[src/rtl/gnn_neighbor_aggregate.sv]
// gnn_neighbor_aggregate: buffers node features, sums neighbours per adjacency row and streams saturated aggregates; AGG_SELF_LOOP_EN adds each node's own feature
module gnn_neighbor_aggregate #(
  parameter int NUM_NODES = 4,
  parameter int ADDR_W    = 2,
  parameter int FEAT_W    = 13,
  parameter int AGG_W     = 15
) (
  input  logic                           clk,
  input  logic                           rst,
  input  logic                           z_valid,
  output logic                           z_ready,
  input  logic [ADDR_W-1:0]              z_node_id,
  input  logic signed [FEAT_W-1:0]       z4,
  input  logic signed [FEAT_W-1:0]       z5,
  input  logic signed [FEAT_W-1:0]       z6,
  input  logic signed [FEAT_W-1:0]       z7,
  input  logic [NUM_NODES*NUM_NODES-1:0] adj,
  input  logic                           agg_start,
  output logic                           a_valid,
  input  logic                           a_ready,
  output logic [ADDR_W-1:0]              a_node_id,
  output logic signed [AGG_W-1:0]        a4,
  output logic signed [AGG_W-1:0]        a5,
  output logic signed [AGG_W-1:0]        a6,
  output logic signed [AGG_W-1:0]        a7,
  output logic                           busy,
  output logic                           done
);
  localparam int ACC_W = FEAT_W + ADDR_W + 2;
  localparam logic signed [AGG_W-1:0] OMAX = {1'b0, {(AGG_W-1){1'b1}}};
  localparam logic signed [AGG_W-1:0] OMIN = {1'b1, {(AGG_W-1){1'b0}}};
  localparam logic signed [ACC_W-1:0] AMAX = ACC_W'(OMAX);
  localparam logic signed [ACC_W-1:0] AMIN = ACC_W'(OMIN);
  typedef enum logic [1:0] {LOAD, ACCUM, OUT} state_t;
  state_t state;
  logic [ADDR_W-1:0] t, s;
  logic [NUM_NODES*NUM_NODES-1:0] adj_q;
  logic [NUM_NODES-1:0] mask, adj_row;
  logic signed [FEAT_W-1:0] fbuf [NUM_NODES][4];
  logic signed [FEAT_W-1:0] z_in [4];
  logic signed [ACC_W-1:0] acc [4];
  logic signed [ACC_W-1:0] acc_nx [4];
  logic signed [ACC_W-1:0] base [4];
  logic signed [AGG_W-1:0] a_nx [4];
  logic wr, take;
  // per-lane accumulate step; s==0 restarts the sum so each target starts clean
  always_comb begin
    z_in[0] = z4;
    z_in[1] = z5;
    z_in[2] = z6;
    z_in[3] = z7;
    wr = state == LOAD && z_valid && {1'b0, z_node_id} < (ADDR_W+1)'(NUM_NODES);
    adj_row = adj_q[t*NUM_NODES +: NUM_NODES];
    take = adj_row[s] && mask[s];
    for (int l = 0; l < 4; l++) begin
`ifdef AGG_SELF_LOOP_EN
      base[l] = mask[t] ? ACC_W'(fbuf[t][l]) : '0;
`else
      base[l] = '0;
`endif
      acc_nx[l] = (s == '0 ? base[l] : acc[l]) + (take ? ACC_W'(fbuf[s][l]) : '0);
      a_nx[l] = acc_nx[l] > AMAX ? OMAX : acc_nx[l] < AMIN ? OMIN : acc_nx[l][AGG_W-1:0];
    end
  end
  // feature buffer survives reset; only the mask decides what counts as loaded
  always_ff @(posedge clk) begin
    if (wr && !rst)
      for (int l = 0; l < 4; l++) fbuf[z_node_id][l] <= z_in[l];
  end
  // control: load features, walk sources per target, present each aggregate until taken
  always_ff @(posedge clk) begin
    if (rst) begin
      state <= LOAD;
      mask <= '0;
      a_valid <= 1'b0;
      a_node_id <= '0;
      a4 <= '0;
      a5 <= '0;
      a6 <= '0;
      a7 <= '0;
      busy <= 1'b0;
      done <= 1'b0;
      z_ready <= 1'b1;
      t <= '0;
      s <= '0;
    end else begin
      done <= 1'b0;
      case (state)
        LOAD: begin
          if (wr) mask[z_node_id] <= 1'b1;
          if (agg_start) begin
            adj_q <= adj;
            t <= '0;
            s <= '0;
            busy <= 1'b1;
            z_ready <= 1'b0;
            state <= ACCUM;
          end
        end
        ACCUM: begin
          acc <= acc_nx;
          s <= s + 1'b1;
          if (s == ADDR_W'(NUM_NODES-1)) begin
            a4 <= a_nx[0];
            a5 <= a_nx[1];
            a6 <= a_nx[2];
            a7 <= a_nx[3];
            a_node_id <= t;
            a_valid <= 1'b1;
            state <= OUT;
          end
        end
        OUT: begin
          if (a_ready) begin
            a_valid <= 1'b0;
            s <= '0;
            if (t == ADDR_W'(NUM_NODES-1)) begin
              done <= 1'b1;
              mask <= '0;
              busy <= 1'b0;
              z_ready <= 1'b1;
              state <= LOAD;
            end else begin
              t <= t + 1'b1;
              state <= ACCUM;
            end
          end
        end
        default: state <= LOAD;
      endcase
    end
  end
endmodule

[config.mk]
export PLATFORM = sky130hd
export DESIGN_NAME = gnn_neighbor_aggregate
export DESIGN_NICKNAME = d
export VERILOG_FILES = /design/src/rtl/gnn_neighbor_aggregate.sv
export SDC_FILE = /design/constraint.sdc
export NUM_CORES = 1
export LEC_CHECK = 0
export ABC_AREA = 1
export ABC_CLOCK_PERIOD_IN_PS = 9440
export BUFFER_PORTS_ARGS = -buffer_cell sky130_fd_sc_hd__buf_2
export CAP_MARGIN = 30
export CORE_MARGIN = 5
export CORE_UTILIZATION = 45
export CTS_CLUSTER_DIAMETER = 100
export CTS_CLUSTER_SIZE = 30
export DETAILED_ROUTE_END_ITERATION = 8
export SLEW_MARGIN = 20
export SYNTH_ARGS = -nofsm -noshare
export SYNTH_HDL_FRONTEND = slang
export SYNTH_SLANG_ARGS = --single-unit
[constraint.sdc]
create_clock -name clk -period 9.44 [get_ports clk]
set_input_delay 1.416 -clock clk [delete_from_list [all_inputs] [get_ports clk]]
set_output_delay 1.416 -clock clk [all_outputs]
set_load 0.02 [all_outputs]
==> metrics, run 1 <==
status complete, no violations; most common cell after layout, fill and taps aside nor2_1; achievable frequency roughly 0.23 GHz; Die Height approximately 210 um; YS warnings 0; crit start category flip-flop; hold_buf cts 0; Static Leak between 0.008 and 0.009 uW; DR iter-0 viols roughly 890; Synth Cell Area 17740 um^2; Reg2Reg Setup Slack 5.01 ns; Syn Area/Cell roughly 9.7 um^2; largest family of logic cells by synthesized area simple AND/OR/NAND/NOR gates; reg2reg end a5[1]; Worst Hold Path EP mask[3]; CTS tree done; # DRC 0; worst-path fanout max 48; r2r startpoint t[0]; power per cell area between 150 and 200 nW/um^2; ys async rst share 0%; clock tree sinks 370; Net Switching approximately 820 uW; Critical Path AT around 4.8 ns; Least-Margin Pin Slew around 0.86 ns; Max Cap Viol 0; most frequent cells in the layout 298 x nor2_1, 292 x edfxtp_1, 275 x nand2_1; xor-xnor portion of the synthesized cell area roughly 2.4%; CP Class reg -> reg; CTS Buf Count 17; Comb power frac a little over an eighth; Final Max Slew Viols 0; Flop pwr share approximately 58%; Die X around 210 um; IO Pins between 100 and 150; depth of the CTS H-tree 1; share of the synthesized area in the top cell type around 49%; synth-to-layout area growth 9.883%; fin crit share a little under half; Adder-Cell Fraction of Synth Area between 5 and 6%; Compound-Gate Fraction of Synth Area between 10% and 20%; HP Start mask[3]; Post-Synth Simple-Gate Area between 15 and 20%; layout cells sized above 1 13.93%; global placement routability congestion just under 0.9; worst skew pair latency 0.53 ns; Clock Skews 0.02711 ns; hpwl dp 29000 um; cell depth of the worst flop-to-flop path 25; largest net degree at the start of global routing 91; Total GRT Usage between 10% and 20%; Hold Crit Class reg -> reg; Design Power roughly 3100 uW; clk root buf clkbuf_16; full die area roughly 43000 um^2; Synth Net Count approximately 2000; #FFs+latches synth 370; worst hold path cell count 2; vias about 13000; Worst slew margin between 40% and 50%; initial antenna violation count 10; Vias/cell ~5.2; Placement Rows 72; Post-synth EDFFs between 200 and 300; leading area contributor after synthesis edfxtp_1; RSZ-0062 raised after global routing false; Clock Path Buffers 3; Final TNS setup 0 ns; unique cell type count in the Yosys netlist between 40 and 50; total gr overflow 0; sequential fraction of the synthesis area 58.24%; Starting Density between 40% and 50%; CP endpoint kind flip-flop; first-pass GRT wire length around 68000 um; Critical Path RT slightly below 10 ns; VDD IR max 0.1341 mV; prevailing post-synth register cell edfxtp_1; Reg clk slew, reported paths ~0.11 ns; Routed WL per cell 17.56 um; core area 38830 um^2; mux cell area share after synthesis 0%; Setup Buffers After CTS 0; final worst path period need between 4 and 5 ns; Switching Share 26.15%; WL final around 43000 um; IO Port Bufs between 100 and 150; Layout Nets between 2000 and 2500; Initial DRT Pass Iterations 5; Setup-failing EPs final 0; vias in the first global route about 12000; clock network fraction of design power 28.4%; Internal Power about 2300 uW; post-cts sizing count 0; Final Hold Fails 0; Mapped Cells approximately 1800; post-route ant nets 0; synth top area cells edfxtp_1 49%, dfxtp_1 8.8%, nor2_1 6.3%
==> state kept, by name, summed over array words and instances, names as in the netlist, 2 cells and up, named ones only <==
| signal | flops |
|---|---|
| a5 | 15 |
| fbuf | 208 |
| adj_q | 16 |
| t | 2 |
| mask | 4 |
| a7 | 15 |
| a6 | 15 |
| state | 2 |
| a_node_id | 2 |
| a4 | 15 |
| acc | 68 |
| s | 2 |
==> metrics by stage <==
| step | instance area, um^2 | setup slack [ns] | cells | utilization, % | hold WS, ns |
|---|---|---|---|---|---|
| CTS | 19450 | 5.043 | 2455 | 50.11 | 0.4629 |
| detailed placement | 18920 | 5.064 | 2426 | 48.73 | 0.4467 |
| global placement | 18900 | 5.155 | 2425 | 48.68 | 0.4491 |
| finish | 19490 | 5.012 | 2459 | 50.20 | 0.4660 |
| global route | 19480 | 4.630 | 2456 | 50.18 | 0.4869 |
| floorplan | 17740 | 3.257 | 1824 | - | 0.4303 |
==> worst max path at each step <==
stage / depth (start not counted) / endpoint / from
floorplan: 5 / fbuf[0][0] / rst
global placement: 23 / a5[1] / t[0]
detailed placement: 20 / a5[0] / flip-flop
CTS: 20 / a5[0] / flip-flop
global route: 25 / a5[0] / t[0]
finish: 25 / a5[1] / t[0]
==> cells in the mapped netlist (all sizes together) (2+ instances only) <==
cell type  count
xnor2         12
buf           37
o21ai        173
o211ai         3
ha            67
nand4          5
o21bai         8
nor2         300
nand2        300
nand3b         3
a22oi          3
o21a           2
a21oi        190
dfxtp         78
a31o           2
a21o           3
fa             4
xor2          36
edfxtp       292
nor3          10
nor4           2
clkbuf        33
nand3         77
inv          173
a211oi         4
==> power by group through the flow <==
stage,logic (uW),registers (uW),clock network [uW]
after global routing,469,1830,972
after floorplan,290,1870,0
after CTS,418,1830,918
after detailed placement,416,1860,0
final,416,1830,889
after global placement,408,1860,0
==> cell type report <==
cell class              count  area [um^2]
inverters                 174        660.6
multi-input cells        1210         6459
repair buffers            155        845.8
diodes                      3        7.507
fillers                  3583        19340
clock buffers              22        444.2
well taps                 518        648.1
clock inverters             7        90.09
flip-flops and latches    370        10330
==> worst max-delay path: stages, from the launching register on <==
cell	delay, ns
dfxtp_1	0.58
inv_4	0.12
nand2_1	0.08
nand2_1	0.06
nand2_1	0.06
nand2_1	0.06
nand2_1	0.07
nand3_2	0.11
nand2_4	0.54
clkinv_4	0.29
nand2_1	0.21
inv_1	0.06
ha_1	0.27
nand3_1	0.07
nand2_1	0.14
nand2_1	0.07
nand2_1	0.17
nand3_1	0.13
nand3_1	0.12
nand2_1	0.08
nand2_1	0.08
nand3_1	0.44
nand2_1	0.20
inv_1	0.07
nand2_1	0.06
a21oi_1	0.06
==> cells by family (layout without fill, tap and decap cells) <==
| logic type | Yosys count | after routing |
|---|---|---|
| AND/OR/NAND/NOR | 699 | 699 |
| adder cells (fa/ha/maj) | 71 | 71 |
| flip-flops | 370 | 370 |
| other | 0 | 3 |
| XOR/XNOR | 48 | 48 |
| buffers and inverters | 244 | 358 |
| AO/OA/AOI/OAI | 392 | 392 |
==> metal layers <==
| metal | vias to the layer above | GRT usage, % | wire length (um) |
|---|---|---|---|
| met5 | - | 0 | 63 |
| met4 | 12 | 3.173 | 590 |
| met3 | 53 | 3.163 | 2279 |
| met2 | 250 | 33.66 | 20950 |
| met1 | 6145 | 25.81 | 19290 |
| li1 | 6368 | - | - |
Power figures use the tool's default switching activity.
==> inputs of run 2 (changes only) <==
--- a/config.mk
+++ b/config.mk
@@ -6,7 +6,7 @@
 export NUM_CORES = 1
 export LEC_CHECK = 0
 export ABC_AREA = 1
-export ABC_CLOCK_PERIOD_IN_PS = 9440
+export ABC_CLOCK_PERIOD_IN_PS = 4100
 export BUFFER_PORTS_ARGS = -buffer_cell sky130_fd_sc_hd__buf_2
 export CAP_MARGIN = 30
 export CORE_MARGIN = 5
==> constraint.sdc (replaced) <==
create_clock -name clk -period 4.1 [get_ports clk]
set_input_delay 0.615 -clock clk [delete_from_list [all_inputs] [get_ports clk]]
set_output_delay 0.615 -clock clk [all_outputs]
set_load 0.02 [all_outputs]
==> run 2 against run 1 <==
Against the previous run:
- combinational power up 140%
- global-route usage down 0.25 points
- sequential power is 130% higher
==> metrics, run 2 (synthesis results as in run 1) <==
status complete, no violations; hpwl dp slightly below 30000 um; first-pass GRT wire length approximately 68000 um; Clock Path Buffers 3; CTS tree done; Internal Power between 5000 and 6000 uW; IO Port Bufs 140; CP Cell Sequence inv_4 -> nand2_1 -> nand3_1 -> nand2_1 -> nand2_1 -> nand3_2 -> nand2_4 -> a221oi_1 -> ha_1 -> inv_1 -> fa_1 -> o21ai_2 -> nand3_1 -> nand3_1 -> nand2_1 -> nand2_1 -> nand2_1 -> nand3_1 -> nand2_1 -> inv_2 -> a21oi_1; total gr overflow 0; HP Start adj[9]; Final Hold Fails 0; final design utilization between 50% and 60%; Critical Path AT approximately 4.2 ns; post-route ant nets 0; worst skew pair latency about 0.54 ns; final worst path period need between 3 and 4 ns; DR iter-0 viols 810; CP endpoint kind flip-flop; Final TNS setup 0 ns; Total GRT Usage 18.98%; final instance area slightly below 20000 um^2; # DRC 0; Final Max Slew Viols 0; Setup-failing EPs final 0; Reg clk slew, reported paths 0.11 ns; CP max-delay cell dfxtp_2; clock network fraction of design power 27.3%; global placement routability congestion 0.9208; achievable frequency roughly 0.27 GHz; power per cell area approximately 360 nW/um^2; Hold Crit Class in -> reg; CP Class reg -> reg; Static Leak 0.008275 uW; worst-path fanout max 25; Fill cells 3607; slowest stage delay, CP 0.46 ns; Initial DRT Pass Iterations 5; VDD IR max about 0.23 mV; Placement Rows 72; Critical Path RT ~4.5 ns; initial antenna violation count 9; Die X ~210 um; Largest Register fbuf; clock tree sinks 370; Flop pwr share 58.8%; Critical Path Start t[0]; Design Power between 7000 and 8000 uW; Layout Nets between 2000 and 2500; vias ~13000; clk root buf clkbuf_16; most frequent CP cell nand2_1; fin crit share between 90% and 100%; depth of the CTS H-tree 1; Net Switching 1848 uW; Comb power frac about 14%; r2r startpoint t[0]; most common cell after layout, fill and taps aside nor2_1; Least-Margin Pin Slew 0.8946 ns; full die area about 43000 um^2; core area between 30000 and 40000 um^2; Top Registers fbuf x208, acc x68, adj_q x16; WL final 42810 um; synth-to-layout area growth 10.69%; max reg flops around 210; Die Height between 200 and 250 um; Setup WS post-layout approximately 0.34 ns; IO Pins about 140; Placed Area around 19000 um^2; Max Cap Viol 0; Starting Density 45.68%; Setup Buffers After CTS 0; Routed WL per cell ~17 um; largest net degree at the start of global routing roughly 110; worst slack, placed 0.2284 ns; vias in the first global route ~13000; Vias/cell roughly 5.2; Switching Share 25.88%; crit start category flip-flop; RSZ-0062 raised after global routing false; Clock Skews between 0.03 and 0.04 ns; CTS Buf Count 16; layout cells sized above 1 between 10 and 15%; most frequent cells in the layout 298 x nor2_1, 292 x edfxtp_1, 275 x nand2_1; Worst slew margin about 40%
-- run 2: area by class of cell --
cell class	instances	area, um^2	area share, %
well taps	518	648.1	3.301
clock buffers	26	469.2	2.390
multi-input cells	1210	6472	32.97
inverters	174	660.6	3.365
diodes	2	5.005	0.02549
flip-flops and latches	370	10340	52.65
repair buffers	171	1016	5.175
clock inverters	2	23.77	0.1211
-- run 2: per-stage QoR --
stage                     hold slack, ns  std cells
after floorplan                   0.4303       1824
after global placement            0.4516       2442
after detailed placement          0.4508       2442
after CTS                         0.2337       2470
after global routing              0.2330       2473
final                             0.2557       2473
-- run 2: per-layer routing --
layer | part of all wire (%) | vias to the layer above | track usage (%)
li1 | - | 6396 | -
met1 | 45 | 6025 | 25.42
met2 | 48 | 247 | 32.77
met3 | 5.1 | 62 | 3.404
met4 | 1.7 | 14 | 3.690
met5 | 0.19 | - | 0
-- run 2: critical path: cells and delay by family (launching register included) --
| kind | cells | cell delay [ns] |
|---|---|---|
| AND/OR/NAND/NOR | 13 | 1.46 |
| AO/OA/AOI/OAI | 3 | 0.68 |
| adder cells (fa/ha/maj) | 2 | 0.66 |
| flip-flops | 1 | 0.46 |
| buffers and inverters | 3 | 0.39 |
-- run 2: final timing paths --
check	slack [ns]	end	depth (start not counted)
setup / recovery	0.34	a5[11]	21
hold / removal	0.26	adj_q[9]	1
setup reg to reg	0.34	a5[11]	21
hold reg to reg	0.46	mask[3]	2
-- run 2: timing repair --
action	CTS	global route
setup endpoints to repair	0	29
hold buffers	0	0
resized for setup	0	3
-- run 2: power groups by stage --
stage / clock network, uW / registers (uW) / logic, uW
floorplan: 0 / 4290 / 668
global placement: 0 / 4290 / 984
detailed placement: 0 / 4290 / 996
CTS: 2010 / 4200 / 1000
global route: 2150 / 4210 / 1120
finish: 1950 / 4200 / 993
